--- config.mk ---
export PLATFORM = sky130hd
export DESIGN_NAME = rrq_wrr
export DESIGN_NICKNAME = d
export VERILOG_FILES = /design/src/rtl/rrq_pkg.sv /design/src/rtl/rr_prio_enc.sv /design/src/rtl/rrq_wrr.sv
export SDC_FILE = /design/constraint.sdc
export NUM_CORES = 1
export LEC_CHECK = 0
export CAP_MARGIN = 20
export CELL_PAD_IN_SITES_DETAIL_PLACEMENT = 1
export CELL_PAD_IN_SITES_GLOBAL_PLACEMENT = 2
export CORE_AREA = 2 2 86 88
export DETAILED_ROUTE_END_ITERATION = 6
export DIE_AREA = 0 0 88 90
export PLACE_DENSITY_LB_ADDON = 0.1
export SETUP_SLACK_MARGIN = 0.1
export SYNTH_ARGS = -nofsm -noshare
export SYNTH_HDL_FRONTEND = slang
export SYNTH_HIERARCHICAL = 1
export SYNTH_SLANG_ARGS = --single-unit
export TNS_END_PERCENT = 30
--- constraint.sdc ---
create_clock -name clk -period 4.2 [get_ports clk]
set_input_delay 0.84 -clock clk [delete_from_list [all_inputs] [get_ports clk]]
set_output_delay 0.84 -clock clk [all_outputs]
set_load 0.005 [all_outputs]
--- src/rtl/rrq_pkg.sv ---
// Shared types and helpers for the weighted round-robin read-queue arbiter.
// Latency: none (types, constants and a combinational helper only).
// Backpressure: not applicable.
package rrq_pkg;

    typedef enum logic {
        ST_IDLE = 1'b0,
        ST_WAIT = 1'b1
    } state_t;

    localparam int DEF_TOTAL_APPS     = 8;
    localparam int DEF_WEIGHT_WIDTH   = 4;
    localparam int DEF_TIMEOUT_CYCLES = 1024;

    // Upper bounds for the weight-extract helper; the top checks its parameters against them.
    localparam int MAX_WEIGHT_VEC   = 1024;
    localparam int MAX_WEIGHT_WIDTH = 16;

    function automatic logic [MAX_WEIGHT_WIDTH-1:0] weight_field(
        input logic [MAX_WEIGHT_VEC-1:0] vec,
        input int                        idx,
        input int                        width
    );
        logic [MAX_WEIGHT_WIDTH-1:0] r;
        r = '0;
        for (int b = 0; b < MAX_WEIGHT_WIDTH; b++) begin
            if (b < width && (idx * width + b) < MAX_WEIGHT_VEC) begin
                r[b] = vec[idx * width + b];
            end
        end
        return r;
    endfunction

endpackage

--- src/rtl/rr_prio_enc.sv ---
// Rotating-priority encoder: first set req bit scanning from ptr upwards, wrapping at N.
// Latency: purely combinational.
// Backpressure: none; valid low when no request is set.
module rr_prio_enc #(
    parameter int N = 8,
    parameter int W = (N > 1) ? $clog2(N) : 1
) (
    input  logic [N-1:0] req,
    input  logic [W-1:0] ptr,
    output logic         valid,
    output logic [W-1:0] index
);

    int j;

    // Scan from the far end down so the candidate closest to ptr is written last and wins.
    always_comb begin
        valid = 1'b0;
        index = '0;
        j     = 0;
        for (int i = N - 1; i >= 0; i--) begin
            j = int'(ptr) + i;
            if (j >= N) begin
                j = j - N;
            end
            if (req[j]) begin
                valid = 1'b1;
                index = W'(j);
            end
        end
    end

endmodule

--- src/rtl/rrq_wrr.sv ---
// Weighted round-robin read-queue arbiter with per-app enable; optional watchdog under RRQ_TIMEOUT_EN.
// Latency: eligible -> read_queue 1 cycle; read_done -> burst continuation 1 cycle, next app 2 cycles.
// Backpressure: one read outstanding at a time; busy holds off new grants until read_done (or timeout).
module rrq_wrr
    import rrq_pkg::*;
#(
    parameter int TOTAL_APPS     = DEF_TOTAL_APPS,
    parameter int APP_ID_WIDTH   = (TOTAL_APPS > 1) ? $clog2(TOTAL_APPS) : 1,
    parameter int WEIGHT_WIDTH   = DEF_WEIGHT_WIDTH,
    parameter int TIMEOUT_CYCLES = DEF_TIMEOUT_CYCLES
) (
    input  logic                                 clk,
    input  logic                                 rst_n,
    input  logic [TOTAL_APPS-1:0]                data_queue_empty,
    input  logic [TOTAL_APPS-1:0]                app_enable,
    input  logic [TOTAL_APPS*WEIGHT_WIDTH-1:0]   app_weight,
    input  logic                                 read_done,
    output logic                                 read_queue,
    output logic [APP_ID_WIDTH-1:0]              app_id,
    output logic                                 busy,
    output logic                                 timeout
);

    if (TOTAL_APPS < 1 || TIMEOUT_CYCLES < 1 || WEIGHT_WIDTH > MAX_WEIGHT_WIDTH ||
        TOTAL_APPS * WEIGHT_WIDTH > MAX_WEIGHT_VEC) begin : g_bad_params
        $error("rrq_wrr: unsupported parameter set");
    end

    localparam logic [APP_ID_WIDTH-1:0] LAST_APP = APP_ID_WIDTH'(TOTAL_APPS - 1);

    state_t                    state;
    logic [APP_ID_WIDTH-1:0]   ptr;
    logic [APP_ID_WIDTH-1:0]   sel_idx;
    logic                      sel_vld;
    logic [APP_ID_WIDTH-1:0]   next_ptr;
    logic [TOTAL_APPS-1:0]     eligible;
    logic [WEIGHT_WIDTH-1:0]   credit;
    logic [WEIGHT_WIDTH-1:0]   credit_dec;
    logic [WEIGHT_WIDTH-1:0]   sel_weight;
    logic [WEIGHT_WIDTH-1:0]   grant_credit;
    logic [MAX_WEIGHT_VEC-1:0] weight_vec;
    logic                      burst_cont;

    assign eligible     = ~data_queue_empty & app_enable;
    assign weight_vec   = MAX_WEIGHT_VEC'(app_weight);
    assign sel_weight   = WEIGHT_WIDTH'(weight_field(weight_vec, int'(sel_idx), WEIGHT_WIDTH));
    // A zero weight still earns the app one read per turn.
    assign grant_credit = (sel_weight == '0) ? WEIGHT_WIDTH'(1) : sel_weight;
    assign credit_dec   = credit - WEIGHT_WIDTH'(1);
    assign burst_cont   = (credit_dec != '0) && eligible[app_id];
    assign next_ptr     = (app_id == LAST_APP) ? '0 : app_id + APP_ID_WIDTH'(1);

    rr_prio_enc #(
        .N (TOTAL_APPS),
        .W (APP_ID_WIDTH)
    ) u_prio_enc (
        .req   (eligible),
        .ptr   (ptr),
        .valid (sel_vld),
        .index (sel_idx)
    );

`ifdef RRQ_TIMEOUT_EN
    localparam int CNT_W = $clog2(TIMEOUT_CYCLES + 1);

    logic [CNT_W-1:0] wait_cnt;
    logic             expire;

    // The cycle that would bring the count to the limit raises timeout on the next edge.
    assign expire = (wait_cnt == CNT_W'(TIMEOUT_CYCLES - 1));
`else
    assign timeout = 1'b0;
`endif

    always_ff @(posedge clk or negedge rst_n) begin
        if (!rst_n) begin
            state      <= ST_IDLE;
            ptr        <= '0;
            credit     <= '0;
            app_id     <= '0;
            read_queue <= 1'b0;
            busy       <= 1'b0;
`ifdef RRQ_TIMEOUT_EN
            wait_cnt   <= '0;
            timeout    <= 1'b0;
`endif
        end else begin
            read_queue <= 1'b0;
`ifdef RRQ_TIMEOUT_EN
            timeout    <= 1'b0;
`endif
            case (state)
                ST_IDLE: begin
                    if (sel_vld) begin
                        read_queue <= 1'b1;
                        app_id     <= sel_idx;
                        busy       <= 1'b1;
                        credit     <= grant_credit;
                        state      <= ST_WAIT;
`ifdef RRQ_TIMEOUT_EN
                        wait_cnt   <= '0;
`endif
                    end
                end
                ST_WAIT: begin
                    if (read_done) begin
                        credit <= credit_dec;
                        if (burst_cont) begin
                            read_queue <= 1'b1;
`ifdef RRQ_TIMEOUT_EN
                            wait_cnt   <= '0;
`endif
                        end else begin
                            ptr   <= next_ptr;
                            busy  <= 1'b0;
                            state <= ST_IDLE;
                        end
                    end
`ifdef RRQ_TIMEOUT_EN
                    else if (expire) begin
                        timeout <= 1'b1;
                        credit  <= '0;
                        ptr     <= next_ptr;
                        busy    <= 1'b0;
                        state   <= ST_IDLE;
                    end else begin
                        wait_cnt <= wait_cnt + CNT_W'(1);
                    end
`endif
                end
                default: state <= ST_IDLE;
            endcase
        end
    end

endmodule

==> impl_metrics.env, run 1 <==
export IMPL_status="finished clean"
export IMPL_regArea_sq_um=325
export IMPL_pre_cts_slack_ps=-120
export IMPL_io_pins=57
export IMPL_syn_cell_area_sq_um=1890
export IMPL_multi_input_area_sq_um=1510
export IMPL_p_per_area_nw_per_um2=973
export IMPL_ir_worst_vdd_mv=0.314
export IMPL_ctsHoldBuffers=0
export IMPL_rows=31
export IMPL_p_leak_nw=1.15
export IMPL_drive_above_1_share_pct=29.0
export IMPL_dp_hpwl_microns=4720
export IMPL_total_power_mw=2.77
export IMPL_post_route_period_util_pct=93.9
export IMPL_slowest_stage="mux4_2"
export IMPL_crit_path_frequent_cell="buf_4"
export IMPL_crit_buf_inv=5
export IMPL_yosysWarnings=6
export IMPL_core_area_sq_um=7020
export IMPL_antenna_found_initial=0
export IMPL_overflow=0
export IMPL_portBuffers=55
export IMPL_async_reset_ff_share_pct=100
export IMPL_fin_hold_ws_ps=555
export IMPL_yosys_cell_types_count=57
export IMPL_ys_seq_area_share_pct=17.2
export IMPL_drc=0
export IMPL_grt_pass1_vias=1876
export IMPL_ant_nets=0
export IMPL_grt_max_degree=19
export IMPL_routabilityCongestion=0.745
export IMPL_crit_path_start_kind="input port"
export IMPL_whs_path_depth=2
export IMPL_setup_tns_ps=0
export IMPL_synth_largest_area_cell="dfrtp_1"
export IMPL_drt_wl_total_microns=5970
export IMPL_final_cell_mix="clkdlybuf4s50_1, buf_4, nand2_1"
export IMPL_final_hold_violation_count=0
export IMPL_ff2ff_path_depth=13
export IMPL_required_ps=4330
export IMPL_vias=1868
export IMPL_finClkSkew_ps=0.702
export IMPL_placed_area_sq_um=2660
export IMPL_slew_viol_final=0
export IMPL_ys_ff_latch=13
export IMPL_nNetsFinal=337
export IMPL_insertion_delay_ps=240
export IMPL_root_buffer="clkbuf_8"
export IMPL_max_cap_viol_count=0
export IMPL_critical_path_class="input port to flip-flop"
export IMPL_drt_initial_drc_count=58
export IMPL_hold_path_class="flip-flop to flip-flop"
export IMPL_ctsLongestPathBuffers=2
export IMPL_fillers=817
export IMPL_worstPathMaxFanout=6
export IMPL_fmax_ghz=0.254
export IMPL_fp_dieArea_sq_um=7920
export IMPL_yosys_top_cells_area="dfrtp_1, mux4_2, mux4_1, mux2i_1, nand2_1"
export IMPL_setup_slack_ps=256
export IMPL_syn_nets=259
export IMPL_cpPeakStageDelay_ps=570
export IMPL_period_minus_slack_ps=3940
export IMPL_post_drt_via_cell_ratio=4.94
export IMPL_cts_sinks=13
export IMPL_syn_inst=202
export IMPL_crit_family="multiplexers"
export IMPL_fin_area_sq_um=2840
export IMPL_rsz0062_at_grt="no"
export IMPL_setup_viol=0
export IMPL_grt_pass1_wl_microns=9520
export IMPL_grtUsageTotal_pct=14.9
export IMPL_drtPass1Iterations=4
export IMPL_cts_made_buffers=3
export IMPL_area_delta_synth_final_pct=50.4
export IMPL_synth_top_area_share_pct=17.2
export IMPL_h_tree_depth=1
export IMPL_die_width_microns=88
export IMPL_synth_edf_count=0
export IMPL_worst_pin_slew_ps=603
export IMPL_slew_headroom_pct=59.7
export IMPL_crit_cells=17
export IMPL_diodes=0
export IMPL_clkSlewWorstSetupHoldPaths_ps=60
export IMPL_die_h_microns=90
export IMPL_avgSynthCellArea_sq_um=9.36
export IMPL_initial_core_util_pct=26.9
export IMPL_final_common_cell="clkdlybuf4s50_1"
export IMPL_worstPathCellList="clkdlybuf4s50_1, nor2b_1, buf_4, mux4_2, mux2_4, nand2_2, o211a_1, o21ai_0, o22ai_1, buf_4, buf_12, mux2i_2, nand3b_1, a41oi_2, buf_4, a31oi_1, a31o_2"
export IMPL_critPathArrivalTime_ps=4080
export IMPL_end_kind="flip-flop"
export IMPL_synth_flop_cell="dfrtp_1"
export IMPL_wire_per_inst_microns=15.8
export IMPL_cts_tree="yes"
==> registers in the layout, summed over array words and instances (netlist names) <==
register    flops
ptr             3
state           1
app_id          3
read_queue      1
credit          4
busy            1
==> synth_stat cells, types with 2 or more instances <==
master	n
xor2_1	2
nand2b_1	2
nor3b_1	2
o211ai_1	3
buf_2	2
nand2_1	26
nor3_1	2
buf_6	3
nor2b_1	11
ha_1	6
o21bai_1	2
buf_4	4
mux4_1	5
mux2i_1	11
or3_1	2
a211oi_1	3
clkbuf_1	4
nand3b_1	2
mux2_2	4
o22ai_1	4
and2_1	2
a31oi_1	6
nor2_1	11
o21ai_0	8
mux2_4	4
mux4_2	11
a21oi_1	9
nor4b_1	2
dfrtp_1	13
inv_1	9
==> layout make-up <==
cell class / count / area share (%)
Tap cell: 99 / 4.36
Multi-Input combinational cell: 167 / 53.3
Clock buffer: 4 / 1.58
Sequential cell: 13 / 11.4
Timing Repair Buffer: 86 / 28.2
Inverter: 9 / 1.19
==> layer usage <==
metal | vias up | GRT usage [%] | part of all wire, %
met3 | 6 | 2.30 | 3.7
met5 | - | 0 | 0
met4 | 0 | 1.67 | 0.90
li1 | 926 | - | -
met2 | 39 | 23.9 | 47
met1 | 897 | 21.8 | 49
==> timing repair <==
| item | in CTS | in global routing |
|---|---|---|
| gates resized for setup | 0 | 26 |
| endpoints found under the hold margin | 0 | 0 |
| endpoints found under the setup margin | 0 | 3 |
| buffers inserted | 0 | 5 |
==> worst register-to-register path, delay by kind of cell, from the launching register on <==
family                     cells  cell delay, ps
DFF                            1             340
adders and majority gates      1             520
muxes                          4            1490
AOI/OAI and AO/OA              5             670
buffers and inverters          2             290
and+or+nand+nor                1             170
==> report_power, final <==
group / switching (mW) / total [mW] / internal, mW
combinational: 1.09 / 2.38 / 1.29
sequential: 0.0862 / 0.275 / 0.189
clock: 0.0463 / 0.113 / 0.0671
==> metrics by stage <==
| step | util, % | cells |
|---|---|---|
| after floorplan | - | 202 |
| after global placement | 37.9 | 368 |
| after detailed placement | 37.9 | 368 |
| after CTS | 38.6 | 372 |
| after global routing | 40.5 | 378 |
| final | 40.5 | 378 |
==> final timing paths <==
| path | from | to | slack [ps] |
|---|---|---|---|
| setup / recovery | app_enable[1] | credit[3] | 260 |
| hold / removal | busy | busy | 550 |
| setup reg to reg | ptr[1] | credit[0] | 590 |
| hold reg to reg | busy | busy | 550 |
| max in group asynchronous | rst_n | ptr[0] | 2830 |
| min in group asynchronous | rst_n | credit[3] | 980 |
==> logic make-up after synthesis <==
kind of cell	share of synthesized area [%]
and+or+nand+nor	19.6
AOI/OAI and AO/OA	19.1
muxes	32.0
xor gates and xnor gates	1.39
DFF	17.2
other	0.198
buffers and inverters	6.49
adders and majority gates	3.97
(Power assumes the default switching activity.)
==> inputs of run 2 (changes only) <==
SLEW_MARGIN = 20   (was unset)
==> results of run 2 <==
Final layout, timing and power as in run 1 (identical DEF).
==> inputs of run 3 (changes only) <==
CORE_AREA = 2 2 82 84   (was 2 2 86 88)
DIE_AREA = 0 0 84 86   (was 0 0 88 90)
clock period = 4.87 ns   (was 4.2 ns; I/O delays follow)
==> run 3 against run 2 <==
Against the previous run:
- design area shrank 11%
- first-iteration DRC count fell by 47%
- die area down 8.8%
- clock skew barely moved
- critical endpoint is now credit[0]
- largest cell class unchanged
- largest power group unchanged
==> impl_metrics.env, run 3 (same netlist as run 1, synthesis figures left out) <==
export IMPL_status="finished clean"
export IMPL_critPathArrivalTime_ps=4300
export IMPL_ctsHoldBuffers=0
export IMPL_pre_cts_slack_ps=372
export IMPL_nNetsFinal=311
export IMPL_die_h_microns=86
export IMPL_hold_path_class="flip-flop to flip-flop"
export IMPL_cts_tree="yes"
export IMPL_fillers=733
export IMPL_ir_worst_vdd_mv=0.316
export IMPL_drt_initial_drc_count=31
export IMPL_drt_wl_total_microns=5580
export IMPL_ant_nets=0
export IMPL_max_cap_viol_count=0
export IMPL_setup_viol=0
export IMPL_postCtsSetupBuffers=0
export IMPL_io_pins=57
export IMPL_worst_pin_slew_ps=764
export IMPL_final_hold_violation_count=0
export IMPL_antenna_found_initial=0
export IMPL_multi_input_area_sq_um=1440
export IMPL_drtPass1Iterations=4
export IMPL_clkSlewWorstSetupHoldPaths_ps=50
export IMPL_fmax_ghz=0.239
export IMPL_die_width_microns=84
export IMPL_vias=1770
export IMPL_top_register="credit"
export IMPL_final_common_cell="clkdlybuf4s50_1"
export IMPL_fp_dieArea_sq_um=7220
export IMPL_setup_tns_ps=0
export IMPL_grt_max_degree=23
export IMPL_drc=0
export IMPL_post_route_period_util_pct=86.0
export IMPL_critical_path_class="input port to flip-flop"
export IMPL_crit_path_start_kind="input port"
export IMPL_slew_headroom_pct=49.1
export IMPL_finClkSkew_ps=0.724
export IMPL_cts_resized=0
export IMPL_portBuffers=55
export IMPL_grtUsageTotal_pct=15.6
export IMPL_largest_reg_flops=4
export IMPL_cts_made_buffers=3
export IMPL_rsz0062_at_grt="no"
export IMPL_period_minus_slack_ps=4190
export IMPL_worstPathMaxFanout=11
export IMPL_p_per_area_nw_per_um2=771
export IMPL_post_drt_via_cell_ratio=5.36
export IMPL_ctsLongestPathBuffers=2
export IMPL_p_leak_nw=1.01
export IMPL_setup_slack_ps=683
export IMPL_dp_hpwl_microns=4450
export IMPL_regArea_sq_um=325
export IMPL_core_area_sq_um=6280
export IMPL_required_ps=4990
export IMPL_diodes=0
export IMPL_root_buffer="clkbuf_8"
export IMPL_overflow=0
export IMPL_cts_sinks=13
export IMPL_rows=29
export IMPL_drive_above_1_share_pct=13.4
export IMPL_insertion_delay_ps=240
export IMPL_ff2ff_path_depth=14
export IMPL_h_tree_depth=1
export IMPL_final_cell_mix="clkdlybuf4s50_1, nand2_1, dfrtp_1"
export IMPL_grt_pass1_wl_microns=9290
export IMPL_whs_path_depth=2
export IMPL_routabilityCongestion=0.782
export IMPL_slew_viol_final=0
export IMPL_grt_pass1_vias=1887
export IMPL_initial_core_util_pct=30.1
export IMPL_end_kind="flip-flop"
export IMPL_placed_area_sq_um=2490
export IMPL_reg_largest_list="credit: 4 flops, app_id: 3 flops, ptr: 3 flops"
export IMPL_area_delta_synth_final_pct=33.9
export IMPL_fin_area_sq_um=2530
export IMPL_wire_per_inst_microns=16.9
[run 3: changes by cell type in the layout (fill, tap and decap cells not counted), moves of 2 or more]
| cell | delta |
|---|---|
| nor2b_1 | +5 |
| mux2_2 | +2 |
| buf_4 | -22 |
| buf_6 | -2 |
| mux2i_1 | +4 |
| mux2_4 | -2 |
| mux2i_2 | -4 |
| nor2b_2 | -4 |
| mux4_2 | -3 |
| mux4_1 | +3 |
[run 3: layer usage]
| metal | up-vias | wire, microns | GRT usage, % | share of wire, % |
|---|---|---|---|---|
| met5 | - | 0 | 0 | 0 |
| met2 | 46 | 2470 | 24.7 | 44 |
| li1 | 873 | - | - | - |
| met1 | 846 | 2830 | 23.2 | 51 |
| met3 | 5 | 265 | 2.69 | 4.7 |
| met4 | 0 | 21 | 1.76 | 0.38 |
[run 3: metrics by stage]
| step | utilization (%) | power (mW) | hold slack [ps] | instances |
|---|---|---|---|---|
| after floorplan | - | 1.48 | 510 | 202 |
| after global placement | 39.6 | 1.88 | 539 | 326 |
| after detailed placement | 39.6 | 1.88 | 540 | 326 |
| after CTS | 40.3 | 1.99 | 564 | 330 |
| after global routing | 40.3 | 2.16 | 612 | 330 |
| final | 40.3 | 1.95 | 563 | 330 |
[run 3: where the power goes]
part	total, mW	switching (mW)	internal [mW]	leakage, nW
clock	0.0973	0.0394	0.0579	0.0228
combinational	1.60	0.796	0.806	0.837
sequential	0.253	0.0910	0.162	0.151
total	1.95	0.926	1.03	1.01
[run 3: layout make-up]
cell class,count,area share [%]
Timing Repair Buffer,60,23.2
Multi-Input combinational cell,167,57.0
Tap cell,77,3.81
Sequential cell,13,12.9
Clock buffer,4,1.78
Inverter,9,1.33
[run 3: worst paths after layout]
check / to / startpoint / slack [ps]
worst max-delay path: credit[0] / app_enable[0] / 680
worst min-delay path: busy / busy / 560
worst max register to register: credit[0] / ptr[1] / 1170
worst min register to register: busy / busy / 560
max in group asynchronous: state / rst_n / 3390
min in group asynchronous: ptr[2] / rst_n / 1100
[run 3: worst max-delay path: stages]
cell             delay, ps
clkdlybuf4s50_1        410
nor2b_1                170
mux4_1                 620
mux2_4                 330
a221oi_1               210
and3_1                 190
nor3_1                  40
nor2_1                 100
buf_4                  210
mux4_2                 530
mux2i_1                190
o22ai_1                100
a31oi_1                180
a31oi_1                 60
